File: config.mk
export PLATFORM = sky130hd
export DESIGN_NAME = dual_slope_ctrl
export DESIGN_NICKNAME = d
export VERILOG_FILES = /design/src/rtl/dual_slope_ctrl.sv
export SDC_FILE = /design/constraint.sdc
export NUM_CORES = 1
export LEC_CHECK = 0
export CORE_UTILIZATION = 40
export DETAILED_ROUTE_END_ITERATION = 8
export GPL_ROUTABILITY_DRIVEN = 1
export SLEW_MARGIN = 20
export SYNTH_ARGS = -nofsm -noshare
export SYNTH_HDL_FRONTEND = slang
export SYNTH_SLANG_ARGS = --single-unit
File: constraint.sdc
create_clock -name clk_i -period 3.6 [get_ports clk_i]
set_clock_uncertainty 0.1 [all_clocks]
set_input_delay 0.9 -clock clk_i [delete_from_list [all_inputs] [get_ports clk_i]]
set_output_delay 0.9 -clock clk_i [all_outputs]
set_load 0.1 [all_outputs]
File: src/rtl/dual_slope_ctrl.sv
// Dual-slope ADC conversion sequencer: autozero, fixed integrate, timed de-integrate,
// then a packed result word with a one-cycle valid strobe.
module dual_slope_ctrl #(
   parameter int CNT_W     = 24,
   parameter int T_AZ      = 1000,
   parameter int T_INT     = 10000,
   parameter int DEINT_MAX = 20000
) (
   input  logic        clk_i,
   input  logic        rst_i,
   input  logic        start_i,
   input  logic        abort_i,
   input  logic        cont_i,
   input  logic [2:0]  range_i,
   input  logic        comp_i,
   input  logic        sat_hi_i,
   input  logic        sat_lo_i,
   input  logic        ref_ok_i,
   output logic [1:0]  afe_sel_o,
   output logic [2:0]  range_sel_o,
   output logic        afe_reset_o,
   output logic        ref_sign_o,
   output logic        busy_o,
   output logic [31:0] result_o,
   output logic        result_valid_o
);

   typedef enum logic [2:0] {
      S_IDLE,
      S_AUTOZERO,
      S_INTEGRATE,
      S_DEINT,
      S_DONE
   } state_t;

   localparam logic [CNT_W-1:0] AZ_LAST    = CNT_W'(T_AZ - 1);
   localparam logic [CNT_W-1:0] INT_LAST   = CNT_W'(T_INT - 1);
   localparam logic [CNT_W-1:0] DEINT_LAST = CNT_W'(DEINT_MAX - 1);
   localparam logic [CNT_W-1:0] DEINT_FULL = CNT_W'(DEINT_MAX);
   localparam logic [CNT_W-1:0] CNT_ONE    = CNT_W'(1);

   state_t           state, state_next;
   logic [CNT_W-1:0] cnt, cnt_next, res_cnt;
   logic             pol, pol_next;
   logic             ovr, ovr_next;
   logic             sat_hi_seen, sat_hi_next;
   logic             sat_lo_seen, sat_lo_next;
   logic             ref_fail, ref_fail_next;
   logic [2:0]       range_next;
   logic [1:0]       sel_next;
   logic             afe_reset_next;
   logic [31:0]      result_next;

   logic [1:0] comp_sync, sat_hi_sync, sat_lo_sync, ref_ok_sync;
   logic       comp_s, sat_hi_s, sat_lo_s, ref_ok_s;

   // Analog status lines are asynchronous to clk_i; all decisions use the synchronised copies.
   always_ff @(posedge clk_i) begin
      if (rst_i) begin
         comp_sync   <= '0;
         sat_hi_sync <= '0;
         sat_lo_sync <= '0;
         ref_ok_sync <= '0;
      end else begin
         comp_sync   <= {comp_sync[0], comp_i};
         sat_hi_sync <= {sat_hi_sync[0], sat_hi_i};
         sat_lo_sync <= {sat_lo_sync[0], sat_lo_i};
         ref_ok_sync <= {ref_ok_sync[0], ref_ok_i};
      end
   end

   assign comp_s   = comp_sync[1];
   assign sat_hi_s = sat_hi_sync[1];
   assign sat_lo_s = sat_lo_sync[1];
   assign ref_ok_s = ref_ok_sync[1];

   always_comb begin
      state_next    = state;
      cnt_next      = cnt;
      pol_next      = pol;
      ovr_next      = ovr;
      sat_hi_next   = sat_hi_seen;
      sat_lo_next   = sat_lo_seen;
      ref_fail_next = ref_fail;
      range_next    = range_sel_o;
      res_cnt       = '0;

      case (state)
         S_IDLE: begin
            if (start_i && !abort_i) begin
               range_next    = range_i;
               ovr_next      = 1'b0;
               sat_hi_next   = 1'b0;
               sat_lo_next   = 1'b0;
               ref_fail_next = 1'b0;
               pol_next      = 1'b0;
               cnt_next      = '0;
               if (ref_ok_s) begin
                  state_next = S_AUTOZERO;
               end else begin
                  ref_fail_next = 1'b1;
                  state_next    = S_DONE;
               end
            end
         end
         S_AUTOZERO: begin
            if (!ref_ok_s) begin
               ref_fail_next = 1'b1;
               state_next    = S_DONE;
            end else if (cnt == AZ_LAST) begin
               cnt_next   = '0;
               state_next = S_INTEGRATE;
            end else begin
               cnt_next = cnt + CNT_ONE;
            end
         end
         S_INTEGRATE: begin
            if (!ref_ok_s) begin
               ref_fail_next = 1'b1;
               state_next    = S_DONE;
            end else if (sat_hi_s || sat_lo_s) begin
               sat_hi_next = sat_hi_seen | sat_hi_s;
               sat_lo_next = sat_lo_seen | sat_lo_s;
               ovr_next    = 1'b1;
               state_next  = S_DONE;
            end else if (cnt == INT_LAST) begin
               pol_next   = comp_s;
               cnt_next   = '0;
               state_next = S_DEINT;
            end else begin
               cnt_next = cnt + CNT_ONE;
            end
         end
         S_DEINT: begin
            // Saturation while de-integrating is only recorded; the crossing still decides the exit.
            sat_hi_next = sat_hi_seen | sat_hi_s;
            sat_lo_next = sat_lo_seen | sat_lo_s;
            if (!ref_ok_s) begin
               ref_fail_next = 1'b1;
               res_cnt       = cnt;
               state_next    = S_DONE;
            end else if (comp_s != pol) begin
               res_cnt    = cnt + CNT_ONE;
               state_next = S_DONE;
            end else if (cnt == DEINT_LAST) begin
               ovr_next   = 1'b1;
               res_cnt    = DEINT_FULL;
               state_next = S_DONE;
            end else begin
               cnt_next = cnt + CNT_ONE;
            end
         end
         S_DONE: begin
            if (cont_i && ref_ok_s) begin
               range_next    = range_i;
               ovr_next      = 1'b0;
               sat_hi_next   = 1'b0;
               sat_lo_next   = 1'b0;
               ref_fail_next = 1'b0;
               pol_next      = 1'b0;
               cnt_next      = '0;
               state_next    = S_AUTOZERO;
            end else begin
               state_next = S_IDLE;
            end
         end
         default: state_next = S_IDLE;
      endcase

      if (abort_i && state != S_IDLE) begin
         state_next = S_IDLE;
         range_next = '0;
      end
   end

   // Output decode works on the next state so the registered outputs change with the state register.
   always_comb begin
      sel_next       = 2'b00;
      afe_reset_next = 1'b1;
      case (state_next)
         S_INTEGRATE: begin
            sel_next       = 2'b01;
            afe_reset_next = 1'b0;
         end
         S_DEINT: begin
            sel_next       = 2'b10;
            afe_reset_next = 1'b0;
         end
         default: begin
            sel_next       = 2'b00;
            afe_reset_next = 1'b1;
         end
      endcase
   end

   always_comb begin
      result_next            = '0;
      result_next[31:27]     = {ovr_next, sat_hi_next, sat_lo_next, ref_fail_next, pol_next};
      result_next[26:24]     = range_next;
      result_next[CNT_W-1:0] = res_cnt;
   end

   always_ff @(posedge clk_i) begin
      if (rst_i) begin
         state          <= S_IDLE;
         cnt            <= '0;
         pol            <= 1'b0;
         ovr            <= 1'b0;
         sat_hi_seen    <= 1'b0;
         sat_lo_seen    <= 1'b0;
         ref_fail       <= 1'b0;
         range_sel_o    <= 3'b000;
         afe_sel_o      <= 2'b00;
         afe_reset_o    <= 1'b1;
         ref_sign_o     <= 1'b0;
         busy_o         <= 1'b0;
         result_o       <= '0;
         result_valid_o <= 1'b0;
      end else begin
         state          <= state_next;
         cnt            <= cnt_next;
         pol            <= pol_next;
         ovr            <= ovr_next;
         sat_hi_seen    <= sat_hi_next;
         sat_lo_seen    <= sat_lo_next;
         ref_fail       <= ref_fail_next;
         range_sel_o    <= range_next;
         afe_sel_o      <= sel_next;
         afe_reset_o    <= afe_reset_next;
         ref_sign_o     <= (state_next == S_DEINT) ? pol_next : 1'b0;
         busy_o         <= (state_next != S_IDLE);
         result_valid_o <= (state_next == S_DONE);
         if (state_next == S_DONE) begin
            result_o <= result_next;
         end
      end
   end

endmodule
# [Word level (Yosys, flattened, before mapping)]
# Cells that the tools add are included.
[word_totals] reg_bits=81 output_inout_bits=41 in_bits=12
[op_classes] n_eq_ne=19 n_addsub=1 bitwise_logic=3 reduce_logical=13 muxes=63
[op_table] op="$mux 24" n=13
[op_table] op="$pmux 24 s5" n=1
[op_table] op="$mux 3" n=14
[op_table] op="$mux 1" n=26
[op_table] op="$add 24x1->24 const B" n=1
[op_table] op="$eq 24x10->1 const B" n=1
[op_table] op="$eq 24x14->1 const B" n=1
[op_table] op="$eq 24x15->1 const B" n=1
[op_table] op="$ne 2x2->1 const B" n=8
[op_table] op="$mux 15" n=1
[op_table] op="$pmux 3 s5" n=1
[op_table] op="$eq 3x2->1 const B" n=4
[op_table] op="$pmux 1 s4" n=3
[op_table] op="$reduce_and 9->1" n=1
[op_table] op="$eq 3x3->1 const B" n=2
[op_table] op="$pmux 1 s3" n=2
[op_table] op="$pmux 3 s2" n=1
[op_table] op="$reduce_bool 3->1" n=2
[op_table] op="$reduce_bool 5->1" n=1
[op_table] op="$pmux 2 s2" n=1
[op_table] op="$reduce_or 2->1" n=2
[op_table] op="$eq 3x1->1 const B" n=1
[op_table] op="$logic_and 1x1->1" n=3
[op_table] op="$logic_not 3->1" n=1
[op_table] op="other kinds (6)" n=7

# [Longest topological paths before layout]
# Gate-level depths: netlist (run 1).
[logic_depth] depth_word=9 mapped_depth=9

# [Least setup slack after synthesis (run 1)]
# Ideal clock, no wire load.
[synth_timing] path_type="in2reg" from="input abort_i" to="register result_o[13]" path_buffers=2 setup_time_ns=0.128 slack_ns=1.028 path_stages=8 required_ns=3.372 arrival_ns=2.345 path_cell_list="nand2b_1 a211oi_1 nor2_1 a211o_1 clkbuf_1 clkbuf_1 nand3_1 o21ai_0"
[synth_via] elab_chain_len=6
[synth_rtl] item="start: declaration" line_no="12" rtl="input logic abort_i,"
[synth_rtl] item="$logic_not 1->1" line_no="90" rtl="if (start_i && !abort_i) begin"
[synth_rtl] item="$logic_and 1x1->1" line_no="90"
[synth_rtl] item="$mux 3" line_no="90"
[synth_rtl] item="$pmux 3 s5" line_no="88" rtl="case (state)"
[synth_rtl] item="$mux 3 *" line_no="170" rtl="if (abort_i && state != S_IDLE) begin"
[synth_rtl] item="$eq 3x3->1 *" line_no="233" rtl="if (state_next == S_DONE) begin"
[synth_rtl] item="end signal: assignment" line_no="234" rtl="result_o <= result_next;"
[synth_rtl] item="end: declaration" line_no="24" rtl="output logic [31:0] result_o,"
# Mark *: on every way between the ends. The rest lies on a longest branch, timed or not.
# A chain may end at the register's enable or synchronous reset.

# [Final worst setup path (run 1)]
[layout_timing] from="register cnt[0]" to="register cnt[5]"
[layout_via] elab_chain_len=5
[layout_rtl] item="start: declaration" line_no="43" rtl="logic [CNT_W-1:0] cnt, cnt_next, res_cnt;"
[layout_rtl] item="start signal: assignment" line_no="221" rtl="cnt <= cnt_next;"
[layout_rtl] item="$add 24x1->24 / $eq 24x14->1 (equally long branches)"
[layout_rtl] item="$mux 24 (on tied branches)" line_no="145, 126"
[layout_rtl] item="$mux 24 (on tied branches)" line_no="142, 121"
[layout_rtl] item="$mux 24 (on tied branches)" line_no="138, 118"
[layout_rtl] item="$pmux 24 s5" line_no="88"
# Several ways; a longest one is shown, not always the timed one. The select of a mux whose other input is x is not followed.

==> results of run 1 <==
## layer usage
layer  part of all wire [%]  routed length [um]  global-route usage (%)  vias up
li1                       -                   -                       -     2011
met1                     50                5870                    33.9     1911
met2                     40                4790                    30.8      182
met3                    7.0                 827                    3.82       32
met4                    2.9                 342                    11.1        0
met5                      0                   0                       0        -
## worst max-delay path, cell delays in order, from the launching register on
cell and delay, ps:
dfxtp_1 400, ha_1 340, nor4b_1 200, nand3_1 160
nor3_1 100, o2bb2ai_1 880, nand2_1 430, o41ai_1 430
## stage by stage
step	power, uW	hold slack [ps]	cells
6_report	1780	342	696
5_1_grt	1850	360	696
4_1_cts	1800	345	696
3_5_place_dp	1090	325	680
3_3_place_gp	1090	319	680
2_1_floorplan	1040	314	525
## synthesized netlist by cell type (8+ instances only)
cell	number
a2bb2oi_1	9
or4_1	10
o21ai_0	18
buf_2	10
nand2_1	59
a22oi_1	8
nor3_1	18
a31oi_1	10
nor2_1	35
dfxtp_1	81
nor2b_1	10
a21oi_1	46
clkbuf_1	30
nand3_1	50
and3_1	14
a21o_1	9
## layout by cell type (no fill, tap or decap), types with 8 or more instances in the layout
cell / instances
and3_1: 14
nand3_1: 50
nor2_1: 35
or4_1: 10
o21ai_0: 18
nor3_1: 18
buf_4: 59
a22oi_1: 8
a31oi_1: 10
nand2_1: 59
dfxtp_1: 81
clkdlybuf4s50_1: 10
nor2b_1: 10
a21oi_1: 46
clkbuf_8: 11
a2bb2oi_1: 9
a21o_1: 9
## state kept, by name, indices dropped and copies added, names as in the netlist, 2 cells and up
name,count
range_sel_o,3
sat_lo_sync,2
comp_sync,2
state,3
ref_ok_sync,2
sat_hi_sync,2
cnt,24
result_o,32
afe_sel_o,2
## cell families after synthesis
logic type,Yosys count
mux,3
flops,81
simple gates,233
fa+ha+maj,2
compound gates,149
xor+xnor,2
buf+inv,55
## power breakdown
| part | total [uW] | switching (uW) | internal [uW] |
|---|---|---|---|
| sequential | 912 | 6.18 | 906 |
| clock | 713 | 351 | 362 |
| combinational | 156 | 112 | 44.2 |
| total | 1780 | 469 | 1310 |
## cell type report
cell class	count	area (um2)	area share [%]
repair buffers	70	548	11.3
well taps	133	166	3.43
inverters	7	26.3	0.541
clock buffers	11	151	3.12
multi-input cells	389	2280	46.9
clock inverters	5	63.8	1.31
flip-flops and latches	81	1620	33.4
## worst paths after layout
kind	startpoint	endpoint	slack, ps	cells after the start
hold / removal	sat_hi_sync[0]$_SDFF_PP0_	sat_hi_sync[1]$_SDFF_PP0_	340	1
setup / recovery	cnt[0]$_SDFFE_PP0P_	cnt[5]$_SDFFE_PP0P_	460	7
setup reg to reg	cnt[0]$_SDFFE_PP0P_	cnt[5]$_SDFFE_PP0P_	460	7
hold reg to reg	sat_hi_sync[0]$_SDFF_PP0_	sat_hi_sync[1]$_SDFF_PP0_	340	1
==> key figures, run 1 <==
Detailed routing
  • WL per Instance: 17.0 um
  • Final WL: 11.8 mm
  • Starting DRT DRC Count: 448
  • Total number of vias: 4,136
  • DR DRC count: 0
  • DRT Pass-1 Iters: 5
  • Vias/cell: 5.94
  • Antenna viol nets, final: 0

Global route
  • Initial antenna violation count: 0
  • Tot GR Track Use: 22.6%
  • First-pass GRT wire length: 19.5 mm
  • Vias in the first global route: 3,664
  • Largest net degree at the start of global routing: 62
  • GRT overflow: 0

Power and ir drop
  • Peak supply drop: 156 uV
  • LEAKAGE: 0.00171 uW
  • Pwr/cell area: 367 mW/mm2

STA
  • Fin. Hold Viols: 0
  • Finish-stage setup viols: 0
  • Final TNS setup: 0 ps
  • Peak Freq: 0.318 GHz
  • Relative slew slack: 24.7%
  • Worst-Margin Slew: 1130 ps
  • RSZ-0062 raised after global routing: false
  • Final Max Tran Viols: 0
  • Period minus WS final: 3140 ps
  • Final period utilization: 87.3%
  • Fin worst setup slack: 456 ps

Placed design
  • Worst slack, placed: 207 ps
  • Port Buffer Count: 52
  • Area after DPL: 0.00464 mm2
  • GPL Wtd Cong: 0.880
  • DP Wirelength: 7.97 mm

Setup path
  • Kind of end point of the critical path: flop
  • Worst EP arrival: 3290 ps
  • CP Data Required Time: 3750 ps
  • Critical path class: flop to flop
  • Worst-path fanout max: 12
  • CP startpoint kind: flop

Clock network
  • Worst skew pair latency: 360 ps
  • CTS tree: yes
  • Post-CTS setup buffers: 0
  • Clock-pin slew on the worst setup and hold paths: 80 ps
  • Clk root buf: clkbuf_8
  • CTS Sinks: 81
  • Hold Buf Count CTS: 0
  • CTS max path bufs: 2
  • H-tree depth: 3
  • Post-cts resize count: 0
  • CTS Buf Count: 9

Floorplan
  • # IOs: 53
  • Initial core utilization: 41.9%
  • Die Y: 104 um
  • Row count: 36
  • Chip Width: 104 um
  • Core area: 0.00991 mm2
  • DIE AREA: 0.0108 mm2

Synthesis
  • Cells after synthesis: 525
  • Distinct cells, synth: 62
  • Largest family of logic cells by synthesized area: simple AND/OR/NAND/NOR gates
  • Area contributors post-synth: dfxtp_1 (39%), nand3_1 (6.0%), a21oi_1 (5.5%)
  • XOR/XNOR Fraction of Synth Area: 0.422%
  • Synthesis-stage register bit count: 81
  • Primary FF master, synth: dfxtp_1
  • Synth Cell Area: 0.00416 mm2
  • Seq/Total Area, Yosys: 39.0%
  • Mean Syn Cell Area: 7.91 um2
  • Top-area cell type share of the netlist area: 39.0%
  • Net Count, Synth: 538
  • Mux contribution to synthesized area: 0.753%
  • Simple-Gate Fraction of Synth Area: 28.7%
  • Number of synthesized flops with an enable pin: 0
  • Yosys warnings: 0
  • Post-Synth Adder-Cell Area: 0.542%
  • Async SR Flop Fraction: 0%
  • Largest area contributor in the netlist: dfxtp_1
  • Compound-Gate Fraction of Synth Area: 24.3%

Final layout
  • Synth-to-Final Area Change: 16.9%
  • Final Core Density: 49.0%
  • Share of cells above drive strength 1: 14.9%
  • Fillcell total: 954
  • Nets@finish: 571
  • # diodes: 0
  • Final instance area: 0.00486 mm2

Run
  • Max Cap Violations: 0

Status
  • Status: completed

Hold path
  • Hold WC Path Type: flop to flop
Note: power is estimated with default switching activity, not from simulation.
==> run 2: changes to the inputs <==
--- a/config.mk
+++ b/config.mk
@@ -5,9 +5,11 @@
 export SDC_FILE = /design/constraint.sdc
 export NUM_CORES = 1
 export LEC_CHECK = 0
+export CAP_MARGIN = 25
 export CORE_UTILIZATION = 40
 export DETAILED_ROUTE_END_ITERATION = 8
 export GPL_ROUTABILITY_DRIVEN = 1
+export GPL_TIMING_DRIVEN = 0
 export SLEW_MARGIN = 20
 export SYNTH_ARGS = -nofsm -noshare
 export SYNTH_HDL_FRONTEND = slang
==> constraint.sdc (replaced) <==
create_clock -name clk_i -period 2.8 [get_ports clk_i]
set_clock_uncertainty 0.1 [all_clocks]
set_input_delay 0.7 -clock clk_i [delete_from_list [all_inputs] [get_ports clk_i]]
set_output_delay 0.7 -clock clk_i [all_outputs]
set_load 0.1 [all_outputs]
==> run 2 against run 1 <==
Routed wire length up 19%. Via count up 5.2%. Worst setup slack worse by 370 ps. First-iteration DRC count down 4.7%. Core utilization up 3.5 points. Hold slack better by 1.1 ps. Non-clock buffer count up 29. Die area unchanged. Largest cell class unchanged. Highest routed layer unchanged.
==> key figures, run 2 (same netlist as run 1, synthesis figures left out) <==
Setup path
  • Crit-path leading delay family: simple AND/OR/NAND/NOR gates
  • Critical path buffers and inverters: 1
  • Kind of end point of the critical path: flop
  • Cells along the critical path: ha_4, nor4b_2, and4b_2, nand3_1, o2bb2ai_1, clkbuf_1, nand3_1, a31oi_1
  • Worst-path fanout max: 10
  • Worst EP arrival: 2820 ps
  • Critical Path Most Common Cell: nand3_1
  • CP startpoint kind: flop
  • CP Data Required Time: 2910 ps
  • Slowest stage delay, CP: 470 ps
  • Slowest stage cell, crit path: dfxtp_1
  • Critical path class: flop to flop

Floorplan
  • Die Y: 104 um
  • Chip Width: 104 um
  • DIE AREA: 0.0108 mm2
  • Row count: 36
  • # IOs: 53
  • Core area: 0.00991 mm2
  • Initial core utilization: 41.9%

Run
  • Max Cap Violations: 0

Power and ir drop
  • Switching part of the total power: 25.1%
  • LEAKAGE: 0.00171 uW
  • Peak supply drop: 306 uV
  • NetSw: 607 uW
  • Pwr/cell area: 464 mW/mm2
  • Sequential share of power: 48.5%
  • Internal: 1810 uW
  • Clock power share: 42.3%
  • Power Total: 2420 uW
  • Combinational share of power: 9.3%

Placed design
  • Worst slack, placed: -669 ps
  • Port Buffer Count: 51
  • DP Wirelength: 10.0 mm
  • GPL Wtd Cong: 0.935

Final layout
  • Area of the multi-input gates: 0.00240 mm2
  • Nets@finish: 600
  • # diodes: 0
  • Max FFs per register: 32
  • Share of cells above drive strength 1: 10.7%
  • Reg with most FFs: result_o
  • Synth-to-Final Area Change: 25.3%
  • Fillcell total: 997
  • Final Core Density: 52.5%
  • Register area: 0.00162 mm2
  • Commonest non-fill, non-tap cells in the layout: dfxtp_1 (80), nand2_1 (59), clkdlybuf4s50_1 (51)
  • Most common cell after layout, fill and taps aside: dfxtp_1
  • Biggest regs: result_o: 32 flops, cnt: 24 flops

Detailed routing
  • DRT Pass-1 Iters: 5
  • Total number of vias: 4,352
  • DR DRC count: 0
  • Final WL: 14.1 mm
  • Vias/cell: 6.02
  • WL per Instance: 19.5 um
  • Antenna viol nets, final: 0
  • Starting DRT DRC Count: 427

STA
  • Fin worst setup slack: 86.9 ps
  • Relative slew slack: 34.9%
  • Finish-stage setup viols: 0
  • Fin. Hold Viols: 0
  • Period minus WS final: 2710 ps
  • Peak Freq: 0.369 GHz
  • Final period utilization: 96.9%
  • RSZ-0062 raised after global routing: false
  • Worst-Margin Slew: 973 ps
  • Final Max Tran Viols: 0

Hold path
  • Hold WC Path Type: flop to flop

Global route
  • Tot GR Track Use: 26.5%
  • GRT overflow: 0
  • Vias in the first global route: 3,945
  • Largest net degree at the start of global routing: 14
  • Initial antenna violation count: 0
  • First-pass GRT wire length: 22.1 mm

Clock network
  • H-tree depth: 3
  • CTS Sinks: 81
  • Hold Buf Count CTS: 0
  • Worst skew pair latency: 370 ps
  • Clock-pin slew on the worst setup and hold paths: 90 ps
  • CTS max path bufs: 2
  • Clk root buf: clkbuf_8
  • CTS Buf Count: 9
  • CTS tree: yes

Status
  • Status: completed
[run 2: cell types whose count changed in the layout (fill, tap and decap cells not counted), moves of 3 or more]
cell             change
buf_4               -55
buf_2                +7
buf_6                +3
clkbuf_4             +3
clkbuf_1            +23
clkbuf_2             +4
clkdlybuf4s50_1     +41
[run 2: repair_timing]
action / in CTS / in global routing
setup endpoints to repair: 60 / 54
buffers inserted: 2 / 0
pin swaps: 2 / 5
resized for setup: 14 / 21
gates cloned: 0 / 0
[run 2: metrics by stage]
step / setup TNS [ps] / instance area [um2] / instances / hold WS (ps)
floorplan: 0 / 4160 / 525 / 314
global placement: -29520 / 4830 / 709 / 316
detailed placement: -27170 / 4830 / 709 / 324
CTS: 0 / 5130 / 724 / 345
global route: 0 / 5210 / 723 / 365
finish: 0 / 5210 / 723 / 343
[run 2: per-layer routing]
metal / global-route usage [%] / share of wire [%] / up-vias
li1: - / - / 2069
met1: 39.1 / 48 / 2072
met2: 38.5 / 42 / 190
met3: 5.39 / 7.5 / 21
met4: 7.76 / 2.1 / 0
met5: 0 / 0 / -
[run 2: final timing paths]
| kind | endpoint | start | slack, ps | cells after the start |
|---|---|---|---|---|
| worst max-delay path | cnt[18]$_SDFFE_PP0P_ | cnt[1]$_SDFFE_PP0P_ | 90 | 8 |
| worst min-delay path | comp_sync[1]$_SDFF_PP0_ | comp_sync[0]$_SDFF_PP0_ | 340 | 1 |
| worst min register to register | comp_sync[1]$_SDFF_PP0_ | comp_sync[0]$_SDFF_PP0_ | 340 | 1 |
| worst max register to register | cnt[18]$_SDFFE_PP0P_ | cnt[1]$_SDFFE_PP0P_ | 90 | 8 |
[run 2: power groups by stage]
stage | clock, uW | sequential, uW | combinational, uW
3_3_place_gp | 0 | 1200 | 214
2_1_floorplan | 0 | 1250 | 89.6
6_report | 1020 | 1170 | 224
4_1_cts | 1040 | 1170 | 219
5_1_grt | 1090 | 1170 | 237
3_5_place_dp | 0 | 1200 | 214
[run 2: area by class of cell]
type | instances | area share [%]
well taps | 133 | 3.20
clock buffers | 9 | 2.38
flip-flops and latches | 81 | 31.2
multi-input cells | 389 | 46.0
inverters | 7 | 0.505
plain buffers | 46 | 4.59
repair buffers | 53 | 10.1
clock inverters | 5 | 2.04
[run 2: worst register-to-register path: cells and delay by family, from the launching register on]
family	cells	cell delay, ps
AND/OR/NAND/NOR	4	1000
flip-flops	1	470
AO/OA/AOI/OAI	2	420
buffers and inverters	1	350
adder cells (fa/ha/maj)	1	230
==> run 3: changes to the inputs <==
--- a/config.mk
+++ b/config.mk
@@ -6,7 +6,7 @@
 export NUM_CORES = 1
 export LEC_CHECK = 0
 export CAP_MARGIN = 25
-export CORE_UTILIZATION = 40
+export CORE_UTILIZATION = 30
 export DETAILED_ROUTE_END_ITERATION = 8
 export GPL_ROUTABILITY_DRIVEN = 1
 export GPL_TIMING_DRIVEN = 0
==> run 3 against run 2 <==
Hold slack got worse by 4.2 ps. Critical endpoint is now result_o[27]$_SDFFE_PP0P_. Flip-flop and latch count unchanged. Power increased by 3.7%. Routed wire length increased by 1.1%. Sequential power about the same. Critical path depth decreased by 1. Non-clock buffer count unchanged.
==> key figures, run 3 (same netlist as run 1, synthesis figures left out) <==
Clock network
  • Worst skew pair latency: 350 ps
  • H-tree depth: 3
  • Clock-pin slew on the worst setup and hold paths: 60 ps
  • Hold Buf Count CTS: 0
  • CTS Buf Count: 9
  • CTS Sinks: 81
  • Clk root buf: clkbuf_16
  • CTS max path bufs: 2
  • CTS tree: yes

Placed design
  • Port Buffer Count: 51
  • Placed Cells: 752
  • GPL Wtd Cong: 0.942
  • Worst slack, placed: -681 ps
  • DP Wirelength: 10.2 mm

Detailed routing
  • Total number of vias: 4,353
  • DRT Pass-1 Iters: 6
  • Starting DRT DRC Count: 381
  • Antenna viol nets, final: 0
  • WL per Instance: 18.5 um
  • DR DRC count: 0
  • Vias/cell: 5.67
  • Final WL: 14.2 mm

Setup path
  • Slowest stage delay, CP: 560 ps
  • Critical path buffers and inverters: 1
  • Reg2reg start: cnt[11]$_SDFFE_PP0P_
  • Critical path class: flop to flop
  • CP Data Required Time: 2930 ps
  • Kind of end point of the critical path: flop
  • Cells along the critical path: buf_2, or4b_1, or2_1, or4_4, o211a_1, a311oi_2, a21oi_1
  • Slowest stage cell, crit path: or4b_1
  • Crit-path leading delay family: simple AND/OR/NAND/NOR gates
  • Worst-path fanout max: 9
  • CP startpoint kind: flop
  • Critical Path Start: cnt[11]$_SDFFE_PP0P_
  • Worst EP arrival: 2860 ps

Status
  • Status: completed

Hold path
  • HP Start: comp_sync[0]$_SDFF_PP0_
  • Hold WC Path Type: flop to flop

Final layout
  • Synth-to-Final Area Change: 27.7%
  • Final cell count without fillers: 768
  • Share of cells above drive strength 1: 11.1%
  • # diodes: 0
  • Nets@finish: 600
  • Commonest non-fill, non-tap cells in the layout: dfxtp_1 (79), nand2_1 (58), clkdlybuf4s50_1 (51)
  • Max FFs per register: 32
  • Biggest regs: result_o: 32 flops, cnt: 24 flops
  • Fillcell total: 1,340
  • Most common cell after layout, fill and taps aside: dfxtp_1
  • Reg with most FFs: result_o

Global route
  • First-pass GRT wire length: 22.3 mm
  • Initial antenna violation count: 1
  • GRT overflow: 0
  • Largest net degree at the start of global routing: 16
  • Tot GR Track Use: 20.4%
  • Vias in the first global route: 3,955

STA
  • Final Max Tran Viols: 0
  • Relative slew slack: 33.7%
  • Fin. Hold Viols: 0
  • Peak Freq: 0.366 GHz
  • Period minus WS final: 2740 ps
  • Worst-Margin Slew: 991 ps
  • Final TNS setup: 0 ps
  • RSZ-0062 raised after global routing: true
  • Finish-stage setup viols: 0
  • Final period utilization: 97.7%
  • Fin worst setup slack: 64.7 ps

Power and ir drop
  • Peak supply drop: 295 uV
  • NetSw: 673 uW
  • Combinational share of power: 9.1%
  • Switching part of the total power: 26.8%
  • Clock power share: 44.2%
  • Internal: 1830 uW
  • Sequential share of power: 46.8%
  • LEAKAGE: 0.00173 uW
  • Pwr/cell area: 473 mW/mm2

Run
  • Max Cap Violations: 0

Floorplan
  • DIE AREA: 0.0143 mm2
  • # IOs: 53
  • Core area: 0.0134 mm2
  • Row count: 42
  • Chip Width: 120 um
  • Initial core utilization: 31.0%
  • Die Y: 120 um
run 3: changes by cell type in the layout (fill, tap and decap cells not counted), sizes merged:
cell and delta:
clkinv +1, inv +2, bufinv -3, buf +4
clkinvlp +2, clkbuf -4
run 3: final cells by class:
class | instances | area, um2 | share of cell area [%]
Clock buffer | 9 | 225 | 4.24
Sequential cell | 81 | 1620 | 30.6
Inverter | 7 | 26.3 | 0.495
Multi-Input combinational cell | 389 | 2390 | 45.1
Tap cell | 176 | 220 | 4.15
Clock inverter | 7 | 53.8 | 1.01
Timing Repair Buffer | 54 | 533 | 10.0
Buffer | 45 | 229 | 4.32
run 3: final timing paths:
path | endpoint | slack [ps] | cells after the start
min | comp_sync[1]$_SDFF_PP0_ | 340 | 1
max reg2reg | result_o[27]$_SDFFE_PP0P_ | 60 | 7
min reg2reg | comp_sync[1]$_SDFF_PP0_ | 340 | 1
max | result_o[27]$_SDFFE_PP0P_ | 60 | 7
run 3: what timing repair did:
| action | in CTS | in global routing |
|---|---|---|
| cloned | 0 | 0 |
| pin swaps | 0 | 3 |
| setup endpoints to repair | 59 | 43 |
| resized for setup | 20 | 12 |
| buffers inserted | 2 | 1 |
run 3: power groups by stage:
stage                     combinational, uW  clock (uW)  sequential [uW]
after CTS                               221        1130             1170
after global placement                  213           0             1200
after floorplan                        89.6           0             1250
after detailed placement                214           0             1200
final                                   227        1110             1170
after global routing                    240        1180             1170
run 3: per-layer routing:
layer | track usage [%] | part of all wire [%]
met1 | 27.3 | 46
met5 | 0 | 0.091
met4 | 8.05 | 2.6
met3 | 3.33 | 6.2
met2 | 32.6 | 46
run 3: stage by stage:
stage	hold WS, ps	total power (uW)	utilization (%)	area, um2
6_report	339	2510	39.6	5310
5_1_grt	352	2600	39.6	5310
4_1_cts	343	2530	39.3	5270
3_5_place_dp	328	1410	36.5	4890
3_3_place_gp	322	1410	36.5	4890
2_1_floorplan	314	1340	-	4160
